### src/rtl/proc_pkg.sv
// Shared register-bank types: geometry, address/data types and clear-sequence states.
package proc_pkg;
  localparam int REG_W      = 8;
  localparam int REG_CNT    = 8;
  localparam int REG_ADDR_W = 3;

  typedef logic [REG_ADDR_W-1:0] reg_addr_t;
  typedef logic [REG_W-1:0]      reg_data_t;

  typedef enum logic [1:0] {
    IDLE  = 2'd0,
    CLEAR = 2'd1,
    DONE  = 2'd2
  } clr_state_e;
endpackage

### src/rtl/reg_write_demux_dec_onehot.sv
// One-hot address decoder with enable; purely combinational, no backpressure.
module dec_onehot
  import proc_pkg::*;
#(
  parameter int ADDR_W = REG_ADDR_W,
  parameter int DEPTH  = REG_CNT
) (
  input  logic              en,
  input  logic [ADDR_W-1:0] addr,
  output logic [DEPTH-1:0]  onehot
);

  always_comb begin
    onehot = '0;
    if (en) onehot[addr] = 1'b1;
  end

endmodule

### src/rtl/reg_write_demux.sv
// Register-bank write demux: accepted write lands in q two edges later via a one-entry pending stage.
// wr_ready drops during reset, clear request and the whole clear/done sequence.
module reg_write_demux
  import proc_pkg::*;
#(
  parameter  int WIDTH  = REG_W,
  parameter  int DEPTH  = REG_CNT,
  localparam int ADDR_W = $clog2(DEPTH)
) (
  input  logic                   clk,
  input  logic                   reset_n,
  input  logic                   wr_valid,
  input  logic [ADDR_W-1:0]      wr_addr,
  input  logic [WIDTH-1:0]       wr_data,
  output logic                   wr_ready,
  input  logic                   clr_req,
  output logic                   busy,
  output logic                   clr_done,
  output logic [DEPTH*WIDTH-1:0] q
);

  clr_state_e        state;
  clr_state_e        state_nxt;
  logic [ADDR_W-1:0] idx;
  logic              clr_last;
  logic              accept;
  logic              pend_valid;
  logic [ADDR_W-1:0] pend_addr;
  logic [WIDTH-1:0]  pend_data;
  logic [DEPTH-1:0]  com_we;
  logic [DEPTH-1:0]  clr_we;

  assign wr_ready = reset_n && (state == IDLE) && !clr_req;
  assign accept   = wr_valid && wr_ready;
  assign clr_last = (idx == ADDR_W'(DEPTH - 1));

  always_comb begin
    state_nxt = state;
    case (state)
      IDLE:    if (clr_req) state_nxt = CLEAR;
      CLEAR:   if (clr_last) state_nxt = DONE;
      DONE:    state_nxt = IDLE;
      default: state_nxt = IDLE;
    endcase
  end

  // busy/clr_done are flopped from the next state so they line up with state itself.
  always_ff @(posedge clk or negedge reset_n) begin
    if (!reset_n) begin
      state    <= IDLE;
      idx      <= '0;
      busy     <= 1'b0;
      clr_done <= 1'b0;
    end else begin
      state    <= state_nxt;
      busy     <= (state_nxt == CLEAR);
      clr_done <= (state_nxt == DONE);
      if (state == CLEAR) idx <= idx + ADDR_W'(1);
      else                idx <= '0;
    end
  end

  always_ff @(posedge clk or negedge reset_n) begin
    if (!reset_n) begin
      pend_valid <= 1'b0;
      pend_addr  <= '0;
      pend_data  <= '0;
    end else begin
      pend_valid <= accept;
      if (accept) begin
        pend_addr <= wr_addr;
        pend_data <= wr_data;
      end
    end
  end

  dec_onehot #(.ADDR_W(ADDR_W), .DEPTH(DEPTH)) u_dec_commit (
    .en     (pend_valid),
    .addr   (pend_addr),
    .onehot (com_we)
  );

  dec_onehot #(.ADDR_W(ADDR_W), .DEPTH(DEPTH)) u_dec_clear (
    .en     (state == CLEAR),
    .addr   (idx),
    .onehot (clr_we)
  );

  // A pending commit and a clear write never coincide; clear still takes priority.
  always_ff @(posedge clk or negedge reset_n) begin
    if (!reset_n) begin
      q <= '0;
    end else begin
      for (int i = 0; i < DEPTH; i++) begin
        if (clr_we[i])      q[i*WIDTH +: WIDTH] <= '0;
        else if (com_we[i]) q[i*WIDTH +: WIDTH] <= pend_data;
      end
    end
  end

endmodule

### config.mk
export PLATFORM = sky130hd
export DESIGN_NAME = reg_write_demux
export DESIGN_NICKNAME = d
export VERILOG_FILES = /design/src/rtl/proc_pkg.sv /design/src/rtl/reg_write_demux_dec_onehot.sv /design/src/rtl/reg_write_demux.sv
export SDC_FILE = /design/constraint.sdc
export NUM_CORES = 1
export LEC_CHECK = 0
export ABC_AREA = 1
export BUFFER_PORTS_ARGS = -buffer_cell sky130_fd_sc_hd__buf_4
export CAP_MARGIN = 20
export CELL_PAD_IN_SITES_DETAIL_PLACEMENT = 0
export CELL_PAD_IN_SITES_GLOBAL_PLACEMENT = 1
export CORE_MARGIN = 8
export CORE_UTILIZATION = 39
export DETAILED_ROUTE_END_ITERATION = 8
export HOLD_SLACK_MARGIN = 0.08
export PLACE_DENSITY = 0.79
export REMOVE_ABC_BUFFERS = 1
export SLEW_MARGIN = 40
export SYNTH_ARGS = -nofsm -noshare
export SYNTH_HDL_FRONTEND = slang
export SYNTH_SLANG_ARGS = --single-unit
export TNS_END_PERCENT = 50
### constraint.sdc
create_clock -name clk -period 1.5 [get_ports clk]
set_clock_uncertainty 0.15 [all_clocks]
set_input_delay 0.075 -clock clk [delete_from_list [all_inputs] [get_ports clk]]
set_output_delay 0.075 -clock clk [all_outputs]
set_load 0.01 [all_outputs]
==> metrics <==
Worst-Margin Slew=0.444 ns; Multi-input gate area=1450 µm²; leading post-synthesis cells by cell area=dfrtp_1 (57%), nor2_1 (15%), nand2_1 (13%); RD Place Congestion=approximately 0.75; diode count=0; vias in the first global route=3121; Placed Area=4440 µm²; RSZ-0062 raised after global routing=yes; total grt overflow=0; layout cells sized above 1=0.238; Netlist cell types=16; Slew HR=0.704; WP data required=about 1.3 ns; Vias/cell=between 4 and 5; Fin. Hold Viols=0; Starting Density=0.398; H-tree levels=3; P&R area growth vs syn=33.8%; CP arrival=1.26 ns; Port Buffers=81; Seq. cell area=a little over 2000 µm²; min cycle time layout=1.48 ns; first-pass GRT wire length=15800 µm; Hold WS=between 0.1 and 0.15 ns; Final ANT Viol Nets=0; maxcap violations=0; clock tree buffer depth=2; Seq cells post-synth=just over 80; Routed WL per cell=14.2 µm; initial antenna violation count=0; router iterations before antenna repair=5; Syn Inst Count=454; 1st-iter DRT viols=163; Fmax=674 MHz; Max Slew Vio Count=0; die area=12700 µm²; Clk Latency, worst-skew pair=0.35 ns; final setup fails=0; Period Utilization, post-route=0.989; CTS Sinks=83; CTS root buf=clkbuf_8; status=completed; CTS tree=yes; Max rail drop VDD=0.724 mV; Synth area leader=dfrtp_1; cell leakage power=2.75 nW; Worst setup SP type=flip-flop; hold crit path type=input port to asynchronous set/reset pin; final net count=just under 600; PD cells=about 1700 nW/µm²; dpl ws=between 0.03 and 0.04 ns; CP max FO=4; HPWL Detailed=approximately 6600 µm; Routed WL=9650 µm; type of the worst setup path=flip-flop to output pin; Syn Area/Cell=8.03 µm²; via count=3168; Final WS setup=0.0172 ns; die span in x=113 µm; Yosys top cell area share=0.569; fin area=4880 µm²; largest net degree at the start of global routing=84; synthesized area=3650 µm²; Core ar.=9150 µm²; Synth warnings=0; CTS Buf Count=9; die height=around 110 µm; cell row count=35; post-route DRC violation count=0; IO Count=82; Setup crit end kind=output pin; Worst-path clk slew=around 0.080 ns; GR Util All Layers=0.157; sequential area share after synthesis=0.569; filler cell count=885
==> report_power, final <==
group / leakage, nW / internal, mW / switching [mW] / total (mW)
Clock: 0.0991 / 0.807 / 0.788 / 1.59
Sequential: 1.13 / 2.85 / 0.435 / 3.28
Combinational: 1.53 / 1.24 / 1.94 / 3.17
Total: 2.75 / 4.89 / 3.16 / 8.05
==> cell families after synthesis <==
group / synth area share
AND/OR/NAND/NOR: 0.376
flip-flops: 0.569
buffers and inverters: 0.0453
AO/OA/AOI/OAI: 0.00274
adder cells (fa/ha/maj): 0.00686
==> synth_stat cells <==
| library cell | number |
|---|---|
| inv_2 | 3 |
| nor2_2 | 5 |
| dfrtp_1 | 83 |
| nand3_1 | 50 |
| ha_1 | 2 |
| buf_4 | 2 |
| o21ai_0 | 2 |
| nor4_1 | 1 |
| nand2_2 | 2 |
| clkbuf_1 | 1 |
| nor2_4 | 6 |
| nor2_1 | 141 |
| buf_2 | 6 |
| inv_1 | 22 |
| nand2_1 | 126 |
| buf_6 | 2 |
==> critical path: stages (launching register included) <==
cell and delay (ns):
dfrtp_1 0.44, nor4_4 0.31, buf_4 0.16
==> area by class of cell <==
class                      count  area share
timing repair buffer         108       0.190
clock buffer                  11      0.0290
tap                          111      0.0285
multi-input combinational    335       0.297
inverter                      25      0.0192
sequential                    83       0.426
clock inverter                 5      0.0108
==> per-stage QoR <==
step	TNS, ns	total power, mW	utilization	instances
global placement	0	6.32	0.485	645
detailed placement	0	6.38	0.485	645
floorplan	-4.86	4.90	-	443
global route	-1.74	8.65	0.533	678
finish	0	8.05	0.533	678
CTS	-0.100	8.02	0.523	675
==> worst paths after layout <==
kind	end	cells past startpoint	from	slack, ns
worst min register to register	pend_data[5]	2	pend_data[5]	0.33
worst min-delay path	q[55]	3	reset_n	0.15
max in group asynchronous	q[36]	3	reset_n	0.71
min in group clk	pend_data[7]	4	wr_data[7]	0.31
worst max-delay path	wr_ready	2	state[0]	0.02
worst max register to register	q[32]	5	state[0]	0.05
==> state kept, by name (all words and copies together) (netlist names) <==
signal      cells
pend_data       8
busy            1
pend_valid      1
state           2
q              64
pend_addr       3
clr_done        1
idx             3
==> layout by cell type, fill, tap and decap left out, drive strengths merged <==
cell,instances
dlygate4sd3,14
nand2,128
inv,25
ha,2
nand3,50
clkbuf,11
nor2,152
buf,94
clkinvlp,1
clkinv,3
nor4,1
dfrtp,83
bufinv,1
o21ai,2
==> timing repair <==
action                                 CTS  global route
setup buffers                            0             3
hold buffers                            14             0
pin swaps                                1             2
cloned                                   0             0
gates resized for setup                  3            11
setup endpoints to repair                1            75
endpoints found under the hold margin   97             0
==> layer usage <==
metal	GRT usage	vias up	share of wire
li1	-	1614	-
met1	0.195	1472	0.44
met2	0.257	78	0.48
met3	0.0469	4	0.078
met4	0.0513	0	0.0065
met5	0	-	0
Power figures use the tool's default switching activity.
